[src/rtl/uart_tx_arbiter.sv]
// Round-robin arbiter sharing one uart_tx serializer among NUM_REQ byte producers.
// Optional watchdog abort compiled in with `define UART_ARB_TIMEOUT_EN.
module uart_tx_arbiter #(
    parameter int NUM_REQ        = 4,
    parameter int IDX_W          = 2,
    parameter int TIMEOUT_CYCLES = 4096
) (
    input  logic                 clk,
    input  logic                 rst_n,
    input  logic [NUM_REQ-1:0]   req,
    input  logic [NUM_REQ*8-1:0] req_data,
    output logic [NUM_REQ-1:0]   gnt,
    output logic [NUM_REQ-1:0]   done,
    output logic                 tx_start,
    output logic [7:0]           tx_data,
    input  logic                 tx_busy,
    output logic                 active,
    output logic [IDX_W-1:0]     owner,
    output logic                 err
);

    if (NUM_REQ < 2 || NUM_REQ > 16) begin : g_bad_num_req
        $error("uart_tx_arbiter: NUM_REQ must be 2..16");
    end
    if ((2 ** IDX_W) < NUM_REQ) begin : g_bad_idx_w
        $error("uart_tx_arbiter: IDX_W too narrow for NUM_REQ");
    end
    if (TIMEOUT_CYCLES < 2) begin : g_bad_timeout
        $error("uart_tx_arbiter: TIMEOUT_CYCLES must be >= 2");
    end

    typedef enum logic [1:0] {
        IDLE,
        ISSUE,
        WAIT_BUSY,
        WAIT_DONE
    } state_e;

    state_e               state_q, state_d;
    logic [IDX_W-1:0]     rr_q, rr_d;
    logic [IDX_W-1:0]     owner_q, owner_d;
    logic [7:0]           tx_data_q, tx_data_d;
    logic                 tx_start_q, tx_start_d;
    logic                 active_q, active_d;
    logic [NUM_REQ-1:0]   gnt_q, gnt_d;
    logic [NUM_REQ-1:0]   done_q, done_d;
    logic                 err_q, err_d;

    logic                 found;
    logic [IDX_W-1:0]     win;
    logic [IDX_W-1:0]     next_ptr;

`ifdef UART_ARB_TIMEOUT_EN
    localparam int CNT_W = $clog2(TIMEOUT_CYCLES);
    logic [CNT_W-1:0] cnt_q, cnt_d;
`endif

    // Rotating search: first pass covers rr_q..top, second pass wraps to 0..rr_q-1.
    always_comb begin
        // NOTE: every combinational output gets a default first so no latch is inferred.
        found = 1'b0;
        win   = '0;
        for (int i = 0; i < NUM_REQ; i++) begin
            if (!found && req[i] && (IDX_W'(i) >= rr_q)) begin
                found = 1'b1;
                win   = IDX_W'(i);
            end
        end
        for (int i = 0; i < NUM_REQ; i++) begin
            if (!found && req[i]) begin
                found = 1'b1;
                win   = IDX_W'(i);
            end
        end
    end

    assign next_ptr = (owner_q == IDX_W'(NUM_REQ - 1)) ? '0 : owner_q + IDX_W'(1);

    always_comb begin
        // NOTE: combinational logic uses blocking assignments; only the flop block uses <=.
        state_d    = state_q;
        rr_d       = rr_q;
        owner_d    = owner_q;
        tx_data_d  = tx_data_q;
        active_d   = active_q;
        tx_start_d = 1'b0;
        gnt_d      = '0;
        done_d     = '0;
        err_d      = 1'b0;
`ifdef UART_ARB_TIMEOUT_EN
        cnt_d      = cnt_q;
`endif
        unique case (state_q)
            IDLE: begin
                if (!tx_busy && found) begin
                    tx_data_d  = req_data[8*win +: 8];
                    owner_d    = win;
                    tx_start_d = 1'b1;
                    active_d   = 1'b1;
                    state_d    = ISSUE;
                    for (int i = 0; i < NUM_REQ; i++) begin
                        gnt_d[i] = (win == IDX_W'(i));
                    end
`ifdef UART_ARB_TIMEOUT_EN
                    cnt_d = '0;
`endif
                end
            end
            ISSUE: begin
                state_d = WAIT_BUSY;
            end
            WAIT_BUSY: begin
                if (tx_busy) begin
                    state_d = WAIT_DONE;
                end
            end
            WAIT_DONE: begin
                if (!tx_busy) begin
                    active_d = 1'b0;
                    rr_d     = next_ptr;
                    state_d  = IDLE;
                    for (int i = 0; i < NUM_REQ; i++) begin
                        done_d[i] = (owner_q == IDX_W'(i));
                    end
                end
            end
            default: state_d = IDLE;
        endcase
`ifdef UART_ARB_TIMEOUT_EN
        // The watchdog overrides a frame end landing on the same edge.
        if (state_q == WAIT_BUSY || state_q == WAIT_DONE) begin
            if (cnt_q == CNT_W'(TIMEOUT_CYCLES - 1)) begin
                err_d    = 1'b1;
                active_d = 1'b0;
                done_d   = '0;
                rr_d     = next_ptr;
                state_d  = IDLE;
            end else begin
                cnt_d = cnt_q + CNT_W'(1);
            end
        end
`endif
    end

    always_ff @(posedge clk) begin
        // NOTE: sequential state is updated with non-blocking assignments only.
        if (!rst_n) begin
            state_q    <= IDLE;
            rr_q       <= '0;
            owner_q    <= '0;
            tx_data_q  <= '0;
            tx_start_q <= 1'b0;
            active_q   <= 1'b0;
            gnt_q      <= '0;
            done_q     <= '0;
            err_q      <= 1'b0;
`ifdef UART_ARB_TIMEOUT_EN
            cnt_q      <= '0;
`endif
        end else begin
            state_q    <= state_d;
            rr_q       <= rr_d;
            owner_q    <= owner_d;
            tx_data_q  <= tx_data_d;
            tx_start_q <= tx_start_d;
            active_q   <= active_d;
            gnt_q      <= gnt_d;
            done_q     <= done_d;
            err_q      <= err_d;
`ifdef UART_ARB_TIMEOUT_EN
            cnt_q      <= cnt_d;
`endif
        end
    end

    assign gnt      = gnt_q;
    assign done     = done_q;
    assign tx_start = tx_start_q;
    assign tx_data  = tx_data_q;
    assign active   = active_q;
    assign owner    = owner_q;
    assign err      = err_q;

endmodule

[config.mk]
export PLATFORM = sky130hd
export DESIGN_NAME = uart_tx_arbiter
export DESIGN_NICKNAME = d
export VERILOG_FILES = /design/src/rtl/uart_tx_arbiter.sv
export SDC_FILE = /design/constraint.sdc
export NUM_CORES = 1
export LEC_CHECK = 0
export BUFFER_PORTS_ARGS = -buffer_cell sky130_fd_sc_hd__clkbuf_2
export CORE_AREA = 2 2 66 62
export DETAILED_ROUTE_END_ITERATION = 6
export DIE_AREA = 0 0 68 64
export MAX_ROUTING_LAYER = met4
export PLACE_DENSITY = 0.72
export SYNTH_ARGS = -nofsm -noshare
export SYNTH_HDL_FRONTEND = slang
export SYNTH_SLANG_ARGS = --single-unit
[constraint.sdc]
create_clock -name clk -period 1.73 [get_ports clk]
set_clock_uncertainty 0.05 [all_clocks]
set_input_delay 0.4325 -clock clk [delete_from_list [all_inputs] [get_ports clk]]
set_output_delay 0.4325 -clock clk [all_outputs]
set_load 0.005 [all_outputs]
# ---- Word level (Yosys, flattened, before mapping)
# Index checks and enable logic that the tools add are counted.
dict set report totals {
  reg_bits 24
  in_bits 39
}
dict set report op_classes {
  n_reduce_logical 31
  n_addsub 1
  n_shift 1
  bitwise 3
  n_lt_le_gt_ge 4
  n_eq_ne 12
  n_mux 24
}
# op count
set ops {}
lappend ops {{$shiftx A32 B6 Y8} 1}
lappend ops {{$mux W2} 10}
lappend ops {{$eq A2 B2 Y1 const B} 6}
lappend ops {{$logic_and A1 B1 Y1} 12}
lappend ops {{$mux W1} 12}
lappend ops {{$reduce_and A3 Y1} 3}
lappend ops {{$logic_not A1 Y1} 8}
lappend ops {{$pmux W2 S4} 1}
lappend ops {{$eq A2 B1 Y1 const B} 3}
lappend ops {{$logic_not A2 Y1} 3}
lappend ops {{$ne A2 B2 Y1 const B} 3}
lappend ops {{$reduce_and A2 Y1} 3}
lappend ops {{$ge A1 B2 Y1 const A} 2}
lappend ops {{$ge A2 B2 Y1 const A} 2}
lappend ops {{$not A1 Y1} 3}
lappend ops {{$reduce_or A3 Y1} 1}
lappend ops {{$add A2 B1 Y2 const B} 1}
lappend ops {{$pmux W1 S2} 1}
lappend ops {{$reduce_bool A2 Y1} 1}

# ---- Depth between registers and ports, before layout
dict set report depth {
  depth_word 30
  depth_mapped 6
  ltp_nobuf 6
}

# ---- Worst setup path after synthesis
# OpenSTA, ideal clock, no wires.
dict set report synth_path {
  kind {input -> register}
  from {input req[2]}
  to {register owner_q[0], in the netlist owner[0]}
  setup_ps 70
  path_slack_ps 20
  arrival_ps 1590
  required_ps 1610
  path_stages 5
  path_cell_list {buf_4 -> nor4_4 -> or3b_1 -> or4_1 -> a21boi_1}
}
dict set report synth_via {
  elab_chain_cells 21
}
# element line_no
set synth_lines {}
lappend synth_lines {{start, declared} 10} ;# input logic [NUM_REQ-1:0] req,
lappend synth_lines {{$logic_and A1 B1 Y1 (2 in a row)} 64} ;# if (!found && req[i] && (IDX_W'(i) >= rr_q)) begin
lappend synth_lines {{$mux W1} 64}
lappend synth_lines {{$logic_not A1 Y1} 64}
lappend synth_lines {{$logic_and A1 B1 Y1 (2 in a row)} 64}
lappend synth_lines {{$mux W1} 64}
lappend synth_lines {{$logic_not A1 Y1} 70} ;# if (!found && req[i]) begin
lappend synth_lines {{$logic_and A1 B1 Y1} 70}
lappend synth_lines {{$mux W1} 70}
lappend synth_lines {{[... 3 more ...]} n/a}
lappend synth_lines {{$logic_not A1 Y1} 70}
lappend synth_lines {{$logic_and A1 B1 Y1} 70}
lappend synth_lines {{$mux W1} 70}
lappend synth_lines {{$logic_not A1 Y1} 70}
lappend synth_lines {{$logic_and A1 B1 Y1} 70}
lappend synth_lines {{$mux W1} 70}
lappend synth_lines {{$logic_and A1 B1 Y1} 95} ;# if (!tx_busy && found) begin
lappend synth_lines {{$reduce_and A2 Y1 (no line)} n/a}
lappend synth_lines {{end signal, assigned} 163} ;# owner_q <= owner_d;
lappend synth_lines {{end, declared} 41} ;# logic [IDX_W-1:0] owner_q, owner_d;
# Several ways; a longest one is shown, not always the timed one.
# A chain may end at the register's enable or synchronous reset.

# ---- Worst setup path after layout
dict set report layout_path {
  from {register state_q[1]}
  to {register owner_q[0], in the netlist owner[0]}
}
dict set report layout_via {
  elab_chain_cells 2
}
# element line_no
set layout_lines {}
lappend layout_lines {{start, declared} 39} ;# state_e state_q, state_d;
lappend layout_lines {{start signal, assigned} 161} ;# state_q <= state_d;
lappend layout_lines {{$logic_not A2 Y1} 93} ;# unique case (state_q)
lappend layout_lines {{$reduce_and A2 Y1 (no line)} n/a}
# Every way passes these cells.

==> flow_metrics.env <==
export IMPL_slew_limit_headroom=0.628
export IMPL_core_um2=3630
export IMPL_synthXorXnorAreaFrac=0
export IMPL_clkSlewWorstSetupHoldPaths_ns=0.09
export IMPL_pwr_share_clk=0.254
export IMPL_yosysSeqAreaShare=0.320
export IMPL_timing_rr_start="state_q[1]"
export IMPL_hold_viol=0
export IMPL_setup_ws_ns=0.0721
export IMPL_synthSimpleGateAreaFrac=0.218
export IMPL_p_int_mw=1.33
export IMPL_yosysTopAreaCell="dfxtp_1"
export IMPL_status="finished, final reports clean"
export IMPL_cts_sinks=24
export IMPL_max_freq_mhz=603
export IMPL_port_buffers=58
export IMPL_combPwrFrac=0.384
export IMPL_path_class="flip-flop to flip-flop"
export IMPL_dp_cells=293
export IMPL_grt_ovfl_total=0
export IMPL_fill_cells=365
export IMPL_synth_nets=237
export IMPL_min_path_cells=3
export IMPL_drive_gt1_frac=0.368
export IMPL_netlist_area_um2=1500
export IMPL_drv_cap=0
export IMPL_worstPathArrival_ns=1.81
export IMPL_pre_cts_ws_ns=-0.0614
export IMPL_synth_edff_count=0
export IMPL_post_dp_cell_area_um2=1910
export IMPL_synth_compound_area_share=0.293
export IMPL_synthAdderAreaFrac=0.0667
export IMPL_rrSetupSlack_ns=0.07
export IMPL_fp_dieArea_um2=4350
export IMPL_r2r_cells=5
export IMPL_die_h_um=64
export IMPL_powerDensity_nw_per_um2=970
export IMPL_area_growth_pct=34.4
export IMPL_grt_pass1_wl_mm=6.45
export IMPL_antenna_found_initial=0
export IMPL_cts_hold_buf=0
export IMPL_final_area_um2=2020
export IMPL_clk_path_buf_depth=2
export IMPL_hp_class="input pin to flip-flop"
export IMPL_die_w_um=68
export IMPL_ant_nets=0
export IMPL_worst_pin_slew_ns=0.557
export IMPL_start_kind="flip-flop"
export IMPL_ys_async_sr_fraction=0
export IMPL_holdPathEnd="tx_data[5]"
export IMPL_yosysWarnings=0
export IMPL_drt_iter0_drc=81
export IMPL_dr_pass1_iters=4
export IMPL_grt_max_degree=18
export IMPL_grt_pass1_vias=1445
export IMPL_end_kind="flip-flop"
export IMPL_power_switching_mw=0.629
export IMPL_slew_viol_final=0
export IMPL_fin_total_pwr_mw=1.96
export IMPL_syn_area_per_cell_um2=7.90
export IMPL_min_from="req_data[5]"
export IMPL_synth_area_leaders="dfxtp_1 (32%), a211oi_1 (8.0%), ha_1 (6.7%)"
export IMPL_yosysMostFrequentCell="dfxtp_1"
export IMPL_gpl_final_weighted_congestion=0.783
export IMPL_yosys_top_cells_count="dfxtp_1 (24), nand2_1 (23), a211oi_1 (16), and3_1 (13)"
export IMPL_clock_latency_ns=0.27
export IMPL_crit_fanout=2
export IMPL_synth_top_family_by_area="compound AO/OA/AOI/OAI gates"
export IMPL_swShare=0.321
export IMPL_diodes=0
export IMPL_netlist_area_leader_share=0.320
export IMPL_synth_seq_cells=24
export IMPL_initial_core_util=0.414
export IMPL_io_pins=60
export IMPL_setup_violations=0
export IMPL_drt_drc_violations_left=0
export IMPL_muxShareOfSynthArea=0.0208
export IMPL_cts_htree_levels=1
export IMPL_num_vias=1600
export IMPL_peakVddDrop_mv=0.418
export IMPL_critPathRequiredTime_ns=1.88
export IMPL_p_seq_frac=0.362
export IMPL_syn_inst=190
export IMPL_synth_distinct_cells=40
export IMPL_multi_input_area_um2=917
export IMPL_min_period_ns=1.66
export IMPL_numCtsBuffers=3
export IMPL_r2r_end="owner[0]"
export IMPL_period_share=0.958
export IMPL_nets=301
export IMPL_rows=21
export IMPL_wl_per_cell_um=13.9
export IMPL_viasPerCell=5.35
export IMPL_cts_root_buf="clkbuf_8"
export IMPL_rsz0062_at_grt="no"
export IMPL_p_leak_nw=0.964
export IMPL_grtUsageTotal=0.193
export IMPL_cts_tree="done"
export IMPL_finalNonFillerCells=299
export IMPL_hpwlAfterDp_mm=3.13
export IMPL_regArea_um2=485
export IMPL_ys_flop_type="dfxtp_1"
export IMPL_wl_mm=4.17
cell families after synthesis:
family / after synthesis
compound gates: 65
fa+ha+maj: 8
buf+inv: 27
flops: 24
mux: 3
other cells: 1
simple gates: 62
routing by layer:
| metal | global-route usage | vias up | part of all wire | wire, um |
|---|---|---|---|---|
| li1 | - | 810 | - | - |
| met5 | - | - | 0 | 0 |
| met1 | 0.245 | 733 | 0.45 | 1860 |
| met4 | 0.0300 | 0 | 0.0046 | 19 |
| met2 | 0.323 | 55 | 0.49 | 2040 |
| met3 | 0.0352 | 2 | 0.059 | 248 |
worst max-delay path by stage:
stage	from	endpoint	cells past startpoint	slack, ns
floorplan	req[2]	owner[0]	5	0.02
global placement	req[1]	owner[0]	5	-0.005
detailed placement	req[1]	tx_data[2]	6	-0.06
CTS	state_q[0]	owner[0]	5	0.01
global route	state_q[1]	owner[0]	5	0.009
finish	state_q[1]	owner[0]	5	0.07
placed cells by master, fill, tap and decap left out, types with 3 or more instances in the layout:
master    count
o21ai_0      12
dfxtp_1      22
o21a_1        3
nor2b_1       5
a31oi_1       8
o211ai_1      9
and3_1       13
clkbuf_2     58
a211oi_1     16
a21oi_1       5
nand2_1      23
inv_1         5
buf_4        20
clkbuf_8      3
ha_1          7
nor2_1        9
stage by stage:
| step | utilization | hold WS, ns | TNS [ns] |
|---|---|---|---|
| after CTS | 0.547 | 0.339 | 0 |
| after global routing | 0.557 | 0.338 | 0 |
| after floorplan | - | 0.419 | 0 |
| after global placement | 0.527 | 0.430 | -0.00848 |
| after detailed placement | 0.527 | 0.436 | -0.422 |
| final | 0.557 | 0.345 | 0 |
timing repair:
item,4_1_cts,5_1_grt
pin swaps,0,2
gates resized for setup,2,7
endpoints found under the setup margin,1,4
setup buffers,0,2
hold endpoints to repair,0,0
area by class of cell:
cell class,count,share of cell area
Clock inverter,1,0.0149
Timing Repair Buffer,79,0.228
Tap cell,46,0.0285
Clock buffer,3,0.0205
Multi-Input combinational cell,139,0.454
Inverter,7,0.0130
Sequential cell,24,0.241
registers in the layout, summed over array words and instances, names as in the netlist:
name,flops
active,1
done,4
gnt,4
owner,2
rr_q,2
state_q,2
tx_data,8
tx_start,1
critical path, stage by stage (launching register included):
cell and delay, ns:
dfxtp_4 0.36, inv_2 0.07, ha_4 0.13, or3b_4 0.37
or4_1 0.46, a21boi_1 0.15
power groups by stage:
stage | registers (mW) | logic [mW] | clock network, mW
6_report | 0.708 | 0.752 | 0.498
5_1_grt | 0.720 | 0.837 | 0.528
4_1_cts | 0.709 | 0.672 | 0.504
3_5_place_dp | 0.717 | 0.666 | 0
3_3_place_gp | 0.711 | 0.653 | 0
2_1_floorplan | 0.715 | 0.389 | 0
No activity file was read; power rests on OpenSTA's default activity.
